--- src/rtl/booth_pkg.sv ---
// Shared types and sizes for the radix-4 Booth sequential multiplier.
package booth_pkg;

  localparam int OP_W   = 32;
  localparam int EXT_W  = 34;
  localparam int ACC_W  = 2 * EXT_W;
  localparam int DIGITS = 17;

  typedef enum logic [1:0] {
    IDLE = 2'd0,
    ITER = 2'd1,
    DONE = 2'd2
  } state_t;

  // Two-bit extension gives the top radix-4 digit room for unsigned operands.
  function automatic logic [EXT_W-1:0] ext34(input logic [OP_W-1:0] v, input logic sgn);
    return {{(EXT_W-OP_W){sgn & v[OP_W-1]}}, v};
  endfunction

endpackage

--- src/rtl/booth_seq_mul_ctrl_if.sv ---
// Operand/result handshake bundle for booth_seq_mul_ctrl, plus FSM debug state.
interface booth_seq_mul_ctrl_if;
  import booth_pkg::*;

  // Handshakes: a transfer happens on a rising edge where valid and ready are
  // both high; the source holds its payload stable until that edge.
  logic                in_valid;
  logic                in_ready;
  logic [OP_W-1:0]     op1;
  logic [OP_W-1:0]     op2;
  logic                s_or_us;
  logic                abort;
  logic                out_valid;
  logic                out_ready;
  logic [2*OP_W-1:0]   result;
  logic                busy;
  state_t              dbg_state;

  modport slave (
    input  in_valid, op1, op2, s_or_us, abort, out_ready,
    output in_ready, out_valid, result, busy, dbg_state
  );

  modport master (
    output in_valid, op1, op2, s_or_us, abort, out_ready,
    input  in_ready, out_valid, result, busy, dbg_state
  );
endinterface

--- src/rtl/booth_digit_pp.sv ---
// Recodes radix-4 Booth digit k of y and selects the signed partial product 0/+-m/+-2m.
module booth_digit_pp
  import booth_pkg::*;
(
  input  logic [EXT_W-1:0] y,
  input  logic [EXT_W-1:0] m,
  input  logic [4:0]       k,
  output logic [ACC_W-1:0] pp
);

  logic [EXT_W:0]   y_ext;
  logic [5:0]       base;
  logic [2:0]       trip;
  logic             one;
  logic             two;
  logic             sgn;
  logic [ACC_W-1:0] m_wide;
  logic [ACC_W-1:0] mag;

  // y_ext[0] stands in for y[-1], so digit k reads y_ext[2k+2:2k].
  assign y_ext  = {y, 1'b0};
  assign base   = {k, 1'b0};
  assign trip   = y_ext[base +: 3];
  assign one    = trip[0] ^ trip[1];
  assign two    = ~one & (trip[1] ^ trip[2]);
  assign sgn    = trip[2];
  assign m_wide = {{(ACC_W-EXT_W){m[EXT_W-1]}}, m};

  always_comb begin
    mag = '0;
    if (two)      mag = m_wide << 1;
    else if (one) mag = m_wide;
    pp = sgn ? (~mag + 1'b1) : mag;
  end

endmodule

--- src/rtl/booth_seq_mul_ctrl.sv ---
// Sequential 32x32 radix-4 Booth multiplier: one digit per cycle, 17 cycles per product.
module booth_seq_mul_ctrl
  import booth_pkg::*;
(
  input logic                  clk,
  input logic                  rst_n,
  booth_seq_mul_ctrl_if.slave  bus
);

  state_t             state_q, state_d;
  logic [4:0]         k_q, k_d;
  logic [ACC_W-1:0]   acc_q, acc_d;
  logic [EXT_W-1:0]   y_q, y_d;
  logic [EXT_W-1:0]   m_q, m_d;
  logic [2*OP_W-1:0]  result_q, result_d;
  logic [ACC_W-1:0]   pp;

  booth_digit_pp u_digit (
    .y  (y_q),
    .m  (m_q),
    .k  (k_q),
    .pp (pp)
  );

  always_comb begin
    state_d  = state_q;
    k_d      = k_q;
    acc_d    = acc_q;
    y_d      = y_q;
    m_d      = m_q;
    result_d = result_q;
    case (state_q)
      IDLE: begin
        if (bus.in_valid) begin
          y_d     = ext34(bus.op2, bus.s_or_us);
          m_d     = ext34(bus.op1, bus.s_or_us);
          acc_d   = '0;
          k_d     = '0;
          state_d = ITER;
        end
      end
      ITER: begin
        if (bus.abort) begin
          state_d = IDLE;
        end else begin
          acc_d = acc_q + (pp << {k_q, 1'b0});
          if (k_q == 5'(DIGITS - 1)) begin
            result_d = acc_d[2*OP_W-1:0];
            state_d  = DONE;
          end else begin
            k_d = k_q + 5'd1;
          end
        end
      end
      DONE: begin
        // No accept here even with out_ready high; IDLE must be visited first.
        if (bus.out_ready) state_d = IDLE;
      end
      default: state_d = IDLE;
    endcase
  end

  always_ff @(posedge clk or negedge rst_n) begin
    if (!rst_n) begin
      state_q  <= IDLE;
      k_q      <= '0;
      acc_q    <= '0;
      y_q      <= '0;
      m_q      <= '0;
      result_q <= '0;
    end else begin
      state_q  <= state_d;
      k_q      <= k_d;
      acc_q    <= acc_d;
      y_q      <= y_d;
      m_q      <= m_d;
      result_q <= result_d;
    end
  end

  assign bus.in_ready  = (state_q == IDLE);
  assign bus.out_valid = (state_q == DONE);
  assign bus.busy      = (state_q == ITER) || (state_q == DONE);
  assign bus.result    = result_q;
  assign bus.dbg_state = state_q;

endmodule

--- src/flat_wrapper.sv ---
// flat-port wrapper written by rule: the top's interface ports become plain ports
module booth_seq_mul_ctrl_flat import booth_pkg::*;
  (clk, rst_n, bus_in_valid, bus_op1, bus_op2, bus_s_or_us, bus_abort, bus_out_ready, bus_in_ready, bus_out_valid, bus_result, bus_busy, bus_dbg_state);
  booth_seq_mul_ctrl_if bus_i ();
  input logic clk;
  input logic rst_n;
  input wire logic [$bits(bus_i.in_valid)-1:0] bus_in_valid;
  input wire logic [$bits(bus_i.op1)-1:0] bus_op1;
  input wire logic [$bits(bus_i.op2)-1:0] bus_op2;
  input wire logic [$bits(bus_i.s_or_us)-1:0] bus_s_or_us;
  input wire logic [$bits(bus_i.abort)-1:0] bus_abort;
  input wire logic [$bits(bus_i.out_ready)-1:0] bus_out_ready;
  output wire logic [$bits(bus_i.in_ready)-1:0] bus_in_ready;
  output wire logic [$bits(bus_i.out_valid)-1:0] bus_out_valid;
  output wire logic [$bits(bus_i.result)-1:0] bus_result;
  output wire logic [$bits(bus_i.busy)-1:0] bus_busy;
  output wire logic [$bits(bus_i.dbg_state)-1:0] bus_dbg_state;
  assign bus_i.in_valid = bus_in_valid;
  assign bus_i.op1 = bus_op1;
  assign bus_i.op2 = bus_op2;
  assign bus_i.s_or_us = bus_s_or_us;
  assign bus_i.abort = bus_abort;
  assign bus_i.out_ready = bus_out_ready;
  assign bus_in_ready = bus_i.in_ready;
  assign bus_out_valid = bus_i.out_valid;
  assign bus_result = bus_i.result;
  assign bus_busy = bus_i.busy;
  assign bus_dbg_state = bus_i.dbg_state;
  booth_seq_mul_ctrl u_core (.clk(clk), .rst_n(rst_n), .bus(bus_i));
endmodule
--- config.mk ---
export PLATFORM = sky130hd
export DESIGN_NAME = booth_seq_mul_ctrl_flat
export DESIGN_NICKNAME = d
export VERILOG_FILES = /design/src/rtl/booth_pkg.sv /design/src/rtl/booth_seq_mul_ctrl_if.sv /design/src/rtl/booth_digit_pp.sv /design/src/rtl/booth_seq_mul_ctrl.sv /design/src/flat_wrapper.sv
export SDC_FILE = /design/constraint.sdc
export NUM_CORES = 1
export LEC_CHECK = 0
export ABC_AREA = 1
export BUFFER_PORTS_ARGS = -buffer_cell sky130_fd_sc_hd__buf_2
export CAP_MARGIN = 20
export CELL_PAD_IN_SITES_DETAIL_PLACEMENT = 1
export CELL_PAD_IN_SITES_GLOBAL_PLACEMENT = 2
export CORE_UTILIZATION = 33
export CTS_CLUSTER_SIZE = 16
export DETAILED_ROUTE_END_ITERATION = 10
export PLACE_DENSITY_LB_ADDON = 0.1
export SYNTH_ARGS = -nofsm -noshare
export SYNTH_HDL_FRONTEND = slang
export SYNTH_HIERARCHICAL = 1
export SYNTH_SLANG_ARGS = --single-unit
--- constraint.sdc ---
create_clock -name clk -period 5.7 [get_ports clk]
set_input_delay 0 -clock clk [delete_from_list [all_inputs] [get_ports clk]]
set_output_delay 0 -clock clk [all_outputs]
set_load 0.1 [all_outputs]
==> impl_metrics.yaml <==
finish:
  finalNetCount: 3978
  drive_gt1_share_pct: 45.5
  final_core_util_pct: 55.4
  fill_cells: 7076
  final_cells: 4607
  multi_input_area_um2: 16300
  fin_area_um2: 30800
  syn2layout_area_growth_pct: 64.7
  seq_area_um2: 5030
placement:
  dp_hpwl_mm: 66.5
  gp_congestion: 0.961
  portBuffers: 138
  place_area_um2: 23100
  dp_cells: 4363
critical_path:
  worstPathMaxFanout: 6
  arrival_ns: 6.34
  worstSetupPathType: "register to register"
  cp_slowest_stage_delay_ns: 0.47
  endpoint_kind: "register"
  crit_path_frequent_cell: "nand2_2"
  worst_ep_required_time_ns: 6.19
  crit_slowest_cell: "dfrtp_2"
  critPathLaunchType: "register"
drt:
  wl_per_cell_um: 20.4
  first_pass_iters: 5
  drtIter0Drc: 1553
  postRouteAntennaNets: 0
  drt_wl_total_mm: 93.9
  drc_errors: 0
  vias: 23407
  via_per_inst: 5.08
floorplanning:
  start_util_pct: 33.7
  row_count: 86
  die_area_um2: 57700
  core_area_um2: 55600
  die_x_um: 240
  die_h_um: 240
  ioPinCount: 139
sta:
  tightest_slew_ns: 1.18
  setup_violations: 39
  maxSlewViolCount: 0
  clock_skew_ns: 0.0217
  hold_ws_ns: -0.0232
  fin_crit_ns: 5.86
  fmax_ghz: 0.171
  finalWorstSetupSlack_ns: -0.159
  slew_headroom_pct: 21.4
  grt_setup_unrepaired: "yes"
  finalCritPeriodShare_pct: 103
  finalHoldViolCount: 3
clock_tree:
  cts_tree: "done"
  cts_buffers: 27
  cts_root_buf: "clkbuf_16"
  cts_sinks: 201
  htreeDepth: 1
  clk_path_buf_depth: 3
  insertion_delay_ns: 0.60
  clk_pin_slew_worst_paths_ns: 0.07
yosys:
  synth_nets: 3299
  synthesis.area_um2: 18700
  yosys_warnings: 6
  syn_avg_cell_area_um2: 5.93
  synth_cells: 3159
global_routing:
  grt_usage_pct: 29.8
  grt_max_degree: 106
  grt_overflow: 0
  antenna_found_initial: 2
  grt_pass1_wl_mm: 133
  grt_pass1_vias: 23205
job:
  max-cap-violations: 0
run_status:
  violations: "negative hold slack, negative setup slack"
  outcome: "finished, violations left"
worst_hold_path:
  hp-class: "input port to asynchronous set/reset pin"
==> registers in the layout, summed over array words and instances (netlist names) <==
signal,count
u_core/bus.result,64
u_core/y_q,33
u_core/k_q,5
u_core/acc_q,64
u_core/bus.dbg_state,2
u_core/m_q,33
==> per-layer routing <==
layer	global-route usage [%]	wire, um
met1	43.3	44300
met2	48.0	44000
met3	2.51	3370
met4	5.81	2290
met5	0	0
==> timing repair <==
action	CTS	global route
pin swaps	75	257
resized for setup	371	960
endpoints found under the hold margin	166	0
setup endpoints to repair	98	110
hold buffers	69	0
cloned	2	10
buffers inserted	24	94
==> placed cells by master, fill, tap and decap left out, types with 90 or more instances in the layout <==
cell type,n
buf_4,497
nand3_1,159
nand2_1,1009
inv_1,325
buf_2,137
nand2_2,297
dfrtp_1,197
nand2_4,90
nor2_4,97
nand3_2,95
==> metrics by stage <==
stage,setup slack (ns),setup TNS [ns],hold slack (ns)
floorplan,1.03,0,-0.296
global placement,-0.744,-39.02,0.0787
detailed placement,-0.857,-53.54,0.0850
CTS,-0.0863,-1.38,0.0370
global route,-0.482,-23.34,0.0918
finish,-0.159,-2.42,-0.0232
==> critical path, delay by kind of cell (launching register included) <==
kind	cells	cell delay, ns
and+or+nand+nor	25	3.03
AOI/OAI and AO/OA	8	0.91
adders and majority gates	1	0.27
DFF	1	0.47
buffers and inverters	7	1.04
==> final timing paths <==
kind	from	cells after the start	slack, ns	endpoint
setup reg to reg	u_core/k_q[0]	41	-0.16	u_core/acc_q[53]
hold reg to reg	u_core/bus.result[8]	2	0.48	u_core/bus.result[8]
setup / recovery	u_core/k_q[0]	41	-0.16	u_core/acc_q[53]
hold / removal	rst_n	2	-0.02	u_core/y_q[26]
min in group clk	bus_op1[27]	4	0.14	u_core/m_q[27]
max in group asynchronous	rst_n	3	4.57	u_core/bus.result[57]
==> final cells by class <==
cell class / count / area share [%]
diodes: 2 / 0.0162
clock buffers: 38 / 2.52
clock inverters: 10 / 0.414
inverters: 392 / 4.96
multi-input cells: 2446 / 53.0
flip-flops and latches: 201 / 16.3
well taps: 748 / 3.03
repair buffers: 769 / 19.7
repair inverters: 1 / 0.0284
Power is left out: the tool's default activity adds up to more than one toggle a clock period on the data nets, which glitch-free logic cannot reach.
